## src/rtl/imm_builder.sv

```systemverilog
// rtl/imm_builder.sv - chunked immediate assembler with sign/zero extension and overflow flag
module imm_builder #(
   parameter int IN_W       = 3,
   parameter int OUT_W      = 8,
   parameter int MAX_CHUNKS = 3
) (
   input  logic             clk,
   input  logic             reset,
   input  logic             chunk_valid,
   output logic             chunk_ready,
   input  logic [IN_W-1:0]  chunk_data,
   input  logic             chunk_last,
   input  logic             sign_mode,
   input  logic             flush,
   output logic             imm_valid,
   input  logic             imm_ready,
   output logic [OUT_W-1:0] imm_out,
   output logic             overflow
);

   localparam int ACC_W = IN_W * MAX_CHUNKS;
   localparam int CNT_W = $clog2(MAX_CHUNKS + 1);

   typedef enum logic [1:0] {S_IDLE, S_ACCUM, S_HOLD} state_t;

   state_t             state_q, state_d;
   logic [ACC_W-1:0]   acc_q, acc_d;
   logic [CNT_W-1:0]   cnt_q, cnt_d;
   logic               mode_q, mode_d;
   logic [OUT_W-1:0]   imm_q, imm_d;
   logic               ovf_q, ovf_d;

   logic [ACC_W-1:0]   acc_nx;
   logic [CNT_W-1:0]   cnt_nx;
   logic               mode_nx;
   logic [OUT_W-1:0]   ext_imm;
   logic               ext_ovf;
   logic               accept;

   assign chunk_ready = !reset && (state_q != S_HOLD);
   assign accept      = chunk_valid && chunk_ready && !flush;
   assign imm_valid   = (state_q == S_HOLD);
   assign imm_out     = imm_q;
   assign overflow    = ovf_q;

   // Candidate accumulator/count/mode if the presented chunk is taken; the first chunk restarts them
   always_comb begin
      acc_nx  = (acc_q << IN_W) | ACC_W'(chunk_data);
      cnt_nx  = cnt_q + CNT_W'(1);
      mode_nx = mode_q;
      if (state_q == S_IDLE) begin
         acc_nx  = ACC_W'(chunk_data);
         cnt_nx  = CNT_W'(1);
         mode_nx = sign_mode;
      end
   end

   // Extend or truncate the candidate to OUT_W and detect values that do not fit
   always_comb begin
      int                     b;
      logic                   s;
      logic [ACC_W+OUT_W-1:0] wide;
      b    = int'(cnt_nx) * IN_W;
      wide = {{OUT_W{1'b0}}, acc_nx};
      s    = 1'b0;
      for (int i = 0; i < ACC_W; i++) begin
         if (mode_nx && (i == b - 1)) s = acc_nx[i];
      end
      for (int i = 0; i < OUT_W; i++) begin
         ext_imm[i] = (i < b) ? wide[i] : s;
      end
      ext_ovf = 1'b0;
      for (int i = OUT_W; i < ACC_W; i++) begin
         if ((i < b) && (wide[i] != (mode_nx ? ext_imm[OUT_W-1] : 1'b0))) ext_ovf = 1'b1;
      end
   end

   // Next-state logic: flush wins, then per-state chunk acceptance and result handshake
   always_comb begin
      state_d = state_q;
      acc_d   = acc_q;
      cnt_d   = cnt_q;
      mode_d  = mode_q;
      imm_d   = imm_q;
      ovf_d   = ovf_q;
      if (flush) begin
         state_d = S_IDLE;
         acc_d   = '0;
         cnt_d   = '0;
         ovf_d   = 1'b0;
      end else begin
         case (state_q)
            S_IDLE, S_ACCUM: begin
               if (accept) begin
                  acc_d   = acc_nx;
                  cnt_d   = cnt_nx;
                  mode_d  = mode_nx;
                  state_d = S_ACCUM;
                  if (chunk_last || (cnt_nx == CNT_W'(MAX_CHUNKS))) begin
                     state_d = S_HOLD;
                     imm_d   = ext_imm;
                     ovf_d   = ext_ovf;
                  end
               end
            end
            S_HOLD: begin
               if (imm_ready) state_d = S_IDLE;
            end
            default: state_d = S_IDLE;
         endcase
      end
   end

   // State and datapath registers, cleared asynchronously
   always_ff @(posedge clk or posedge reset) begin
      if (reset) begin
         state_q <= S_IDLE;
         acc_q   <= '0;
         cnt_q   <= '0;
         mode_q  <= 1'b0;
         imm_q   <= '0;
         ovf_q   <= 1'b0;
      end else begin
         state_q <= state_d;
         acc_q   <= acc_d;
         cnt_q   <= cnt_d;
         mode_q  <= mode_d;
         imm_q   <= imm_d;
         ovf_q   <= ovf_d;
      end
   end

endmodule

```

## config.mk

```make
export PLATFORM = sky130hd
export DESIGN_NAME = imm_builder
export DESIGN_NICKNAME = d
export VERILOG_FILES = /design/src/rtl/imm_builder.sv
export SDC_FILE = /design/constraint.sdc
export NUM_CORES = 1
export LEC_CHECK = 0
export CAP_MARGIN = 20
export CORE_MARGIN = 1.5
export CORE_UTILIZATION = 44
export DETAILED_ROUTE_END_ITERATION = 7
export PLACE_DENSITY = 0.7
export SYNTH_ARGS = -nofsm -noshare
export SYNTH_HDL_FRONTEND = slang
export SYNTH_SLANG_ARGS = --single-unit
```

## constraint.sdc

```tcl
create_clock -name clk -period 5.4 [get_ports clk]
set_input_delay 0.81 -clock clk [delete_from_list [all_inputs] [get_ports clk]]
set_output_delay 0.81 -clock clk [all_outputs]
set_load 0.03 [all_outputs]
```

### After elaboration in Yosys (flattened, before gate mapping)

Cells that the tools add are included.

* add/sub/neg operators: 2
* multiply operators: 1
* magnitude comparators: 9
* eq/ne operators: 15
* muxes and demuxes: 37
* bitwise operators: 2
* reductions and logical operators: 27

Operators by type and width (number)
* 32-bit zero test: 1
* 1-bit two-way mux: 24
* 4-bit by 5-bit equality test with 1-bit output, first input constant: 4
* 6-bit two-way mux: 3
* 3-bit by 4-bit < comparator with 1-bit output, first input constant: 4
* 2-bit two-way mux: 8
* 1-bit logical AND: 13
* 3-bit by 5-bit equality test with 1-bit output, first input constant: 2
* 9-bit two-way mux: 1
* 9-bit by 3-bit bitwise OR with 9-bit output: 1
* 1-bit by 4-bit < comparator with 1-bit output, first input constant: 2
* 2-bit by 4-bit < comparator with 1-bit output, first input constant: 2
* 3-bit AND reduction: 2
* 2-bit nonzero test: 3
* 2-bit by 5-bit equality test with 1-bit output, first input constant: 1
* 5-bit equality test, first input constant: 1
* 4-bit by 1-bit subtractor with 5-bit output, second input constant: 1
* 2-bit equality test, second input constant: 2
* 4-bit < comparator, first input constant: 1
* 2-bit by 2-bit multiplier with 4-bit output, second input constant: 1
* 2-bit case mux with 2 select lines: 1
* 2-bit AND reduction: 2
* 4-bit AND reduction: 1
* 3-bit by 2-bit inequality test with 1-bit output, second input constant: 1
* other kinds (10): 11

* register bits after elaboration: 20
* input port bits: 10
* logic and storage cells: 99

### Depth between registers and ports, before layout

Gate-level depths: netlist of run 1.

* depth in word-level cells: 24
* mapped depth: 12
* depth with buffers taken out: 10

### Worst setup path after synthesis of run 1

No wires, ideal clock.

* kind: reg2reg
* start: reg state_q[0]
* end: reg imm_q[6], in the netlist imm_out[6]
* library setup time: 0.121 ns
* arrival: 2.365 ns
* setup slack: 2.914 ns
* stages on the path, launching flop included: 12
* buffers on the path: 1
* clock period less this slack: 2.486 ns
* cell sequence: dfrtp_1 > or2_1 > clkbuf_1 > and2_1 > inv_1 > ha_1 > nor2b_1 > mux2i_1 > o21bai_1 > a32o_2 > and3b_4 > o22a_1

* longest elaborated chain between the ends: 16
* elaborated cells between the ends (all ways): 44
* classes of those cells: add/sub (1); mul (1); order compare (1); eq/ne (11); mux (13); reduce/logical (17)

Ends and longest elaborated chain
* start: declaration: RTL line 26 `state_t state_q, state_d;`
* start signal: assignment: RTL line 124 `state_q <= state_d;`
* 2-bit zero test: RTL line 51, 92
* 2-bit two-way mux: RTL line 51 `if (state_q == S_IDLE) begin`
* 2-bit by 2-bit multiplier with 4-bit output: RTL line 63 `b = int'(cnt_nx) * IN_W;`
* 4-bit by 1-bit subtractor with 5-bit output: RTL line 67 `if (mode_nx && (i == b - 1)) s = acc_nx[i];`
* 32-bit zero test: RTL line 67
* 1-bit logical AND: RTL line 67
* 1-bit two-way mux (9 in a row): RTL line 67
* 1-bit two-way mux: RTL line 70 `ext_imm[i] = (i < b) ? wide[i] : s;`
* end signal: assignment: RTL line 128 `imm_q <= imm_d;`
* end: declaration: RTL line 30 `logic [OUT_W-1:0] imm_q, imm_d;`

Several ways; a longest one is shown, not always the timed one.
A chain may end at the register's enable or synchronous reset.

### Final worst setup path of run 1

* start: reg state_q[1]
* end: reg ovf_q, in the netlist overflow

* longest elaborated chain between the ends: 24
* elaborated cells between the ends (all ways): 56
* classes of those cells: add/sub (1); mul (1); order compare (2); eq/ne (12); mux (19); reduce/logical (21)

Ends and longest elaborated chain
* 2-bit zero test: RTL line 51, 92
* 2-bit two-way mux: RTL line 51
* 2-bit by 2-bit multiplier with 4-bit output: RTL line 63
* 4-bit by 1-bit subtractor with 5-bit output: RTL line 67
* 32-bit zero test: RTL line 67
* 1-bit logical AND: RTL line 67
* 1-bit two-way mux (9 in a row): RTL line 67
* 1-bit two-way mux: RTL line 70
* 1-bit two-way mux: RTL line 74 `if ((i < b) && (wide[i] != (mode_nx ? ext_imm[OUT_W-1] : 1'b0))) ext_ovf = 1'b1;`
* 1-bit inequality test: RTL line 74
* 1-bit logical AND: RTL line 74
* 1-bit two-way mux: RTL line 74
* 1-bit two-way mux: RTL line 99 `if (chunk_last || (cnt_nx == CNT_W'(MAX_CHUNKS))) begin`
* 1-bit two-way mux: RTL line 94 `if (accept) begin`
* 1-bit two-way mux: RTL line 92 `case (state_q)`
* 1-bit two-way mux: RTL line 86 `if (flush) begin`
* end signal: assignment: RTL line 129 `ovf_q <= ovf_d;`
* end: declaration: RTL line 31 `logic ovf_q, ovf_d;`

Several ways; a longest one is shown, not always the timed one. The select of a mux whose other input is x is not followed.

==> results of run 1 <==
synthesized netlist by cell type, drive strengths merged:
cell	number	area [um^2]
dfrtp	20	500
nor2	20	77.6
nand2	18	67.6
a21oi	15	75.1
nand3	8	40.0
clkbuf	5	18.8
a31oi	4	25.0
ha	4	50.1
inv	4	15.0
nor2b	4	25.0
o21ai	4	20.0
buf	3	21.3
a32oi	2	17.5
and3	2	12.5
mux2	2	26.3
nor3	2	10.0
nor4	2	27.5
o211ai	2	25.0
o22a	2	17.5
or2	2	12.5
a21boi	1	7.51
a21o	1	7.51
a22oi	1	7.51
a32o	1	11.3
and2	1	6.26
and3b	1	12.5
mux2i	1	10.0
nand2b	1	6.26
nand4	1	6.26
nor3b	1	7.51
o21bai	1	7.51
o221ai	1	8.76
xor2	1	8.76
sequential cells by signal, summed over array words and instances, names as in the netlist:
register,count
overflow,1
acc_q,6
cnt_q,2
imm_out,8
mode_q,1
state_q,2
through the flow:
stage	hold WS [ns]	utilization	total power, mW
after detailed placement	0.497	0.551	0.303
after global routing	0.564	0.560	0.388
final	0.516	0.560	0.368
after CTS	0.521	0.560	0.369
after floorplan	0.513	-	0.255
after global placement	0.492	0.551	0.301
kinds of logic after synthesis:
family | count (synthesis)
DFF | 20
muxes | 3
xor gates and xnor gates | 1
and+or+nand+nor | 63
adders and majority gates | 4
buffers and inverters | 12
AOI/OAI and AO/OA | 35
layer usage:
metal / vias to the layer above / routed length (um)
li1: 516 / -
met1: 509 / 1180
met2: 32 / 1280
met3: 9 / 129
met4: 0 / 49
met5: - / 0
power groups by stage:
stage | Sequential (mW) | Clock (mW) | Combinational [mW]
after floorplan | 0.210 | 0 | 0.0453
after global placement | 0.184 | 0 | 0.117
after detailed placement | 0.185 | 0 | 0.118
after CTS | 0.182 | 0.0693 | 0.118
after global routing | 0.185 | 0.0757 | 0.128
final | 0.182 | 0.0686 | 0.118
placed cells by master (no fill, tap or decap), types with 2 or more instances in the layout:
master	n
dfrtp_1	20
a31oi_1	4
and3_1	2
clkdlybuf4s50_1	20
clkbuf_4	3
ha_1	4
nor2_1	19
o21ai_0	4
a21oi_1	15
a32oi_1	2
o211ai_2	2
nand2_1	18
nor3_1	2
inv_1	4
nand3_1	8
o22a_1	2
nor2b_1	4
worst max-delay path by stage:
| stage | from | to | slack [ns] | depth (start not counted) |
|---|---|---|---|---|
| 3_5_place_dp | flush | overflow | 2.40 | 5 |
| 2_1_floorplan | state_q[0] | imm_out[6] | 2.91 | 11 |
| 3_3_place_gp | flush | overflow | 2.51 | 5 |
| 5_1_grt | state_q[1] | overflow | 2.15 | 8 |
| 6_report | state_q[1] | overflow | 2.41 | 8 |
| 4_1_cts | state_q[1] | overflow | 2.45 | 8 |
layout make-up:
| type | count | area, um^2 |
|---|---|---|
| Clock buffer | 3 | 22.5 |
| Fill cell | 240 | 1110 |
| Inverter | 4 | 15.0 |
| Multi-Input combinational cell | 106 | 637 |
| Sequential cell | 20 | 500 |
| Tap cell | 30 | 37.5 |
| Timing Repair Buffer | 20 | 200 |
==> impl_metrics.env, run 1 <==
export IMPL_synth_compound_area_frac=0.193
export IMPL_nets=169
export IMPL_grt_util_met2=0.313
export IMPL_timing_rr_start="state_q[1]"
export IMPL_ys_types=38
export IMPL_path_delay_family="simple AND/OR/NAND/NOR gates"
export IMPL_cts_buffer_depth=2
export IMPL_required_ns=5.63
export IMPL_tightest_slew_ns=0.887
export IMPL_placed_cell_area_mm2=0.00139
export IMPL_drc=0
export IMPL_use_met3=0.0215
export IMPL_wl_per_cell_um=14.4
export IMPL_power_density_mw_per_mm2=260
export IMPL_worst_path_buf_inv=0
export IMPL_synthToLayoutAreaGrowth_pct=18.5
export IMPL_core_area_mm2=0.00252
export IMPL_cts_tree="built"
export IMPL_fmax_mhz=334
export IMPL_slew_viol_final=0
export IMPL_via_count=1066
export IMPL_gp_congestion=0.836
export IMPL_fin_worst_skew_ns=0.00266
export IMPL_max_cap_violations=0
export IMPL_die_x_um=55.1
export IMPL_criticalPathCategory="reg2reg"
export IMPL_path_clk_slew_ns=0.10
export IMPL_crit_fanout=18
export IMPL_rr_worst_depth=8
export IMPL_drtPass1Iterations=4
export IMPL_synth_simple_area_share=0.261
export IMPL_io_pins=21
export IMPL_grt_max_degree=21
export IMPL_postCtsSetupRepairBufs=0
export IMPL_fin_area_mm2=0.00141
export IMPL_synth_seq_cells=20
export IMPL_holdCritStartpoint="imm_out[7]"
export IMPL_root_buffer="clkbuf_4"
export IMPL_period_needed_ns=2.99
export IMPL_cts_max_level=1
export IMPL_cp_slowest_stage_delay_ns=0.75
export IMPL_rsz0062_at_grt="false"
export IMPL_r2r_end="overflow"
export IMPL_synth_area_mm2=0.00119
export IMPL_port_buffers=20
export IMPL_cts_inserted_buffers=3
export IMPL_overflow=0
export IMPL_cp_cell_sequence="or2_1 > and2_1 > ha_1 > nor2_1 > nor4_4 > and3_1 > nand3_1 > o211ai_2"
export IMPL_setup_viol=0
export IMPL_routed_wl_um=2640
export IMPL_antenna_cells=0
export IMPL_peakVddDrop_v=0.000200
export IMPL_status="finished clean"
export IMPL_antenna_found_initial=0
export IMPL_groute_usage_overall=0.203
export IMPL_ctsResizeCount=0
export IMPL_power_switching_uw=123
export IMPL_min_path_type="reg2reg"
export IMPL_pwr_share_clk=0.187
export IMPL_die_area_mm2=0.00303
export IMPL_holdPathStages=1
export IMPL_end_kind="flip-flop"
export IMPL_via_per_inst=5.83
export IMPL_use_met1=0.289
export IMPL_cp_slowest_cell="nor4_4"
export IMPL_postCtsHoldBufs=0
export IMPL_synthMuxAreaShare=0.0304
export IMPL_place_ws_ns=2.40
export IMPL_synth_fa_ha_area_frac=0.0420
export IMPL_postSynthCellCount=138
export IMPL_comb_power_share=0.320
export IMPL_synth_top_family_by_area="simple AND/OR/NAND/NOR gates"
export IMPL_rrSetupSlack_ns=2.41
export IMPL_gr_max_usage_layer="met2"
export IMPL_switching_share=0.334
export IMPL_dp_hpwl_um=1970
export IMPL_start_util=0.473
export IMPL_worst_endpoint_arrival_ns=3.22
export IMPL_syn_num_nets=152
export IMPL_fin_ws_ns=2.41
export IMPL_postRouteAntennaNets=0
export IMPL_synth_xor_area_frac=0.00735
export IMPL_yosys_warnings=0
export IMPL_placementRows=18
export IMPL_period_share=0.554
export IMPL_clk_insertion_delay_late_ns=0.30
export IMPL_p_int_uw=245
export IMPL_ys_seq_area_frac=0.420
export IMPL_hold_end="imm_out[7]"
export IMPL_grt_pass1_wl_um=4400
export IMPL_seq_power_share=0.494
export IMPL_drt_initial_drc_count=14
export IMPL_final_cells=183
export IMPL_die_h_um=55.1
export IMPL_p_leak_nw=0.616
export IMPL_clock_sinks=20
export IMPL_grt_pass1_vias=975
export IMPL_hold_violations=0
export IMPL_startpoint_type="flip-flop"
export IMPL_avgSynthCellArea_um2=8.64
export IMPL_dp_cells=180
export IMPL_slew_headroom=0.405
export IMPL_drive_above_1_share=0.0784
export IMPL_fin_tns_setup_ns=0
No activity file was read; power rests on OpenSTA's default activity.
==> run 2, diff against run 1 <==
clock period = 2.85 ns   (was 5.4 ns; I/O delays follow)
==> impl_metrics.env, run 2 (synthesized netlist as in run 1, its figures left out) <==
export IMPL_switching_share=0.307
export IMPL_groute_usage_overall=0.220
export IMPL_pwr_share_clk=0.292
export IMPL_whs_ns=0.521
export IMPL_setup_viol=0
export IMPL_ctsResizeCount=0
export IMPL_dp_cells=188
export IMPL_finalCoreUtilization=0.596
export IMPL_largest_register_ffs=8
export IMPL_postCtsHoldBufs=0
export IMPL_min_path_type="reg2reg"
export IMPL_antenna_found_initial=0
export IMPL_gp_congestion=0.837
export IMPL_fin_area_mm2=0.00150
export IMPL_slew_viol_final=0
export IMPL_hold_violations=0
export IMPL_via_count=1083
export IMPL_port_buffers=20
export IMPL_tightest_slew_ns=0.751
export IMPL_drive_above_1_share=0.130
export IMPL_antenna_cells=0
export IMPL_p_leak_nw=0.672
export IMPL_postRouteAntennaNets=0
export IMPL_startpoint_type="flip-flop"
export IMPL_status="finished clean"
export IMPL_place_ws_ns=0.406
export IMPL_peakVddDrop_v=0.000370
export IMPL_fmax_mhz=405
export IMPL_period_share=0.866
export IMPL_grt_pass1_vias=1021
export IMPL_clock_sinks=20
export IMPL_fin_worst_skew_ns=0.00248
export IMPL_nFillCells=235
export IMPL_criticalPathCategory="reg2reg"
export IMPL_dp_hpwl_um=2170
export IMPL_ff_latch_area_um2=500
export IMPL_cts_max_level=1
export IMPL_overflow=0
export IMPL_fin_tns_setup_ns=0
export IMPL_die_h_um=55.1
export IMPL_cts_buffer_depth=2
export IMPL_root_buffer="clkbuf_4"
export IMPL_core_area_mm2=0.00252
export IMPL_p_int_uw=563
export IMPL_synthToLayoutAreaGrowth_pct=26.0
export IMPL_seq_power_share=0.420
export IMPL_io_pins=21
export IMPL_wl_per_cell_um=14.7
export IMPL_path_clk_slew_ns=0.12
export IMPL_placed_cell_area_mm2=0.00145
export IMPL_fin_ws_ns=0.383
export IMPL_required_ns=3.06
export IMPL_grt_max_degree=21
export IMPL_cts_tree="built"
export IMPL_placementRows=18
export IMPL_drt_initial_drc_count=39
export IMPL_final_cells=192
export IMPL_postCtsSetupRepairBufs=0
export IMPL_start_util=0.473
export IMPL_crit_fanout=9
export IMPL_drc=0
export IMPL_layout_common_cells="20 x dfrtp_1, 20 x clkdlybuf4s50_1, 19 x nor2_1, 18 x nand2_1, 15 x a21oi_1"
export IMPL_period_needed_ns=2.47
export IMPL_cp_slowest_stage_delay_ns=0.50
export IMPL_routed_wl_um=2830
export IMPL_worst_path_buf_inv=1
export IMPL_cp_cell_sequence="or2_1 > nand2_1 > inv_1 > ha_1 > nor2b_1 > mux2i_1 > o21bai_1 > a32o_2 > and3b_4 > o22a_1"
export IMPL_multi_input_area_um2=637
export IMPL_via_per_inst=5.64
export IMPL_cts_inserted_buffers=3
export IMPL_cp_slowest_cell="dfrtp_1"
export IMPL_die_area_mm2=0.00303
export IMPL_power_density_mw_per_mm2=541
export IMPL_drtPass1Iterations=4
export IMPL_die_x_um=55.1
export IMPL_clk_insertion_delay_late_ns=0.31
export IMPL_grt_pass1_wl_um=4730
export IMPL_worst_endpoint_arrival_ns=2.68
export IMPL_nets=177
export IMPL_comb_power_share=0.288
export IMPL_power_switching_uw=250
export IMPL_end_kind="flip-flop"
export IMPL_slew_headroom=0.498
export IMPL_p_total_uw=813
export IMPL_rsz0062_at_grt="false"
export IMPL_max_cap_violations=0
export IMPL_path_delay_family="simple AND/OR/NAND/NOR gates"
run 2: final cells by class:
type / count / area share
Timing Repair Buffer: 28 / 0.173
Multi-Input combinational cell: 106 / 0.424
Sequential cell: 20 / 0.333
Tap cell: 30 / 0.0250
Clock buffer: 3 / 0.0150
Inverter: 4 / 0.00999
Clock inverter: 1 / 0.0200
run 2: power groups by stage:
stage | Clock, mW | Sequential [mW] | Combinational (mW)
floorplan | 0 | 0.398 | 0.0859
global placement | 0 | 0.346 | 0.232
detailed placement | 0 | 0.347 | 0.235
CTS | 0.241 | 0.341 | 0.236
global route | 0.253 | 0.347 | 0.253
finish | 0.238 | 0.341 | 0.234
run 2: final timing paths:
check / from / end / slack (ns) / cells after the start
worst max-delay path: state_q[1] / imm_out[7] / 0.38 / 10
worst min-delay path: imm_out[3] / imm_out[3] / 0.52 / 2
worst max register to register: state_q[1] / imm_out[7] / 0.38 / 10
worst min register to register: imm_out[3] / imm_out[3] / 0.52 / 2
max in group asynchronous: reset / imm_out[6] / 1.81 / 2
min in group asynchronous: reset / acc_q[1] / 0.58 / 2
run 2: tightest hold or removal path, cell delays in order, from the launching register on:
cell and delay, ns:
dfrtp_1 0.36, nor2_1 0.05, nor2_1 0.08
run 2: metal layers:
metal  part of all wire  vias up  GRT usage
met5                  0        -          0
met4              0.016        0     0.0854
met3              0.048        5     0.0161
met2               0.48       32      0.351
met1               0.46      514      0.310
li1                   -      532          -
==> run 3, diff against run 2 <==
MAX_ROUTING_LAYER = met4   (was not set)
==> results of run 3 <==
No change in the layout: final DEF, timing and power equal those of run 2.
Main changes from that run: final weighted congestion in routability-driven placement 0.837 -> 0.850; via count of the first global-routing pass 1021 -> 1022; overall routing resource usage 0.220 -> 0.226
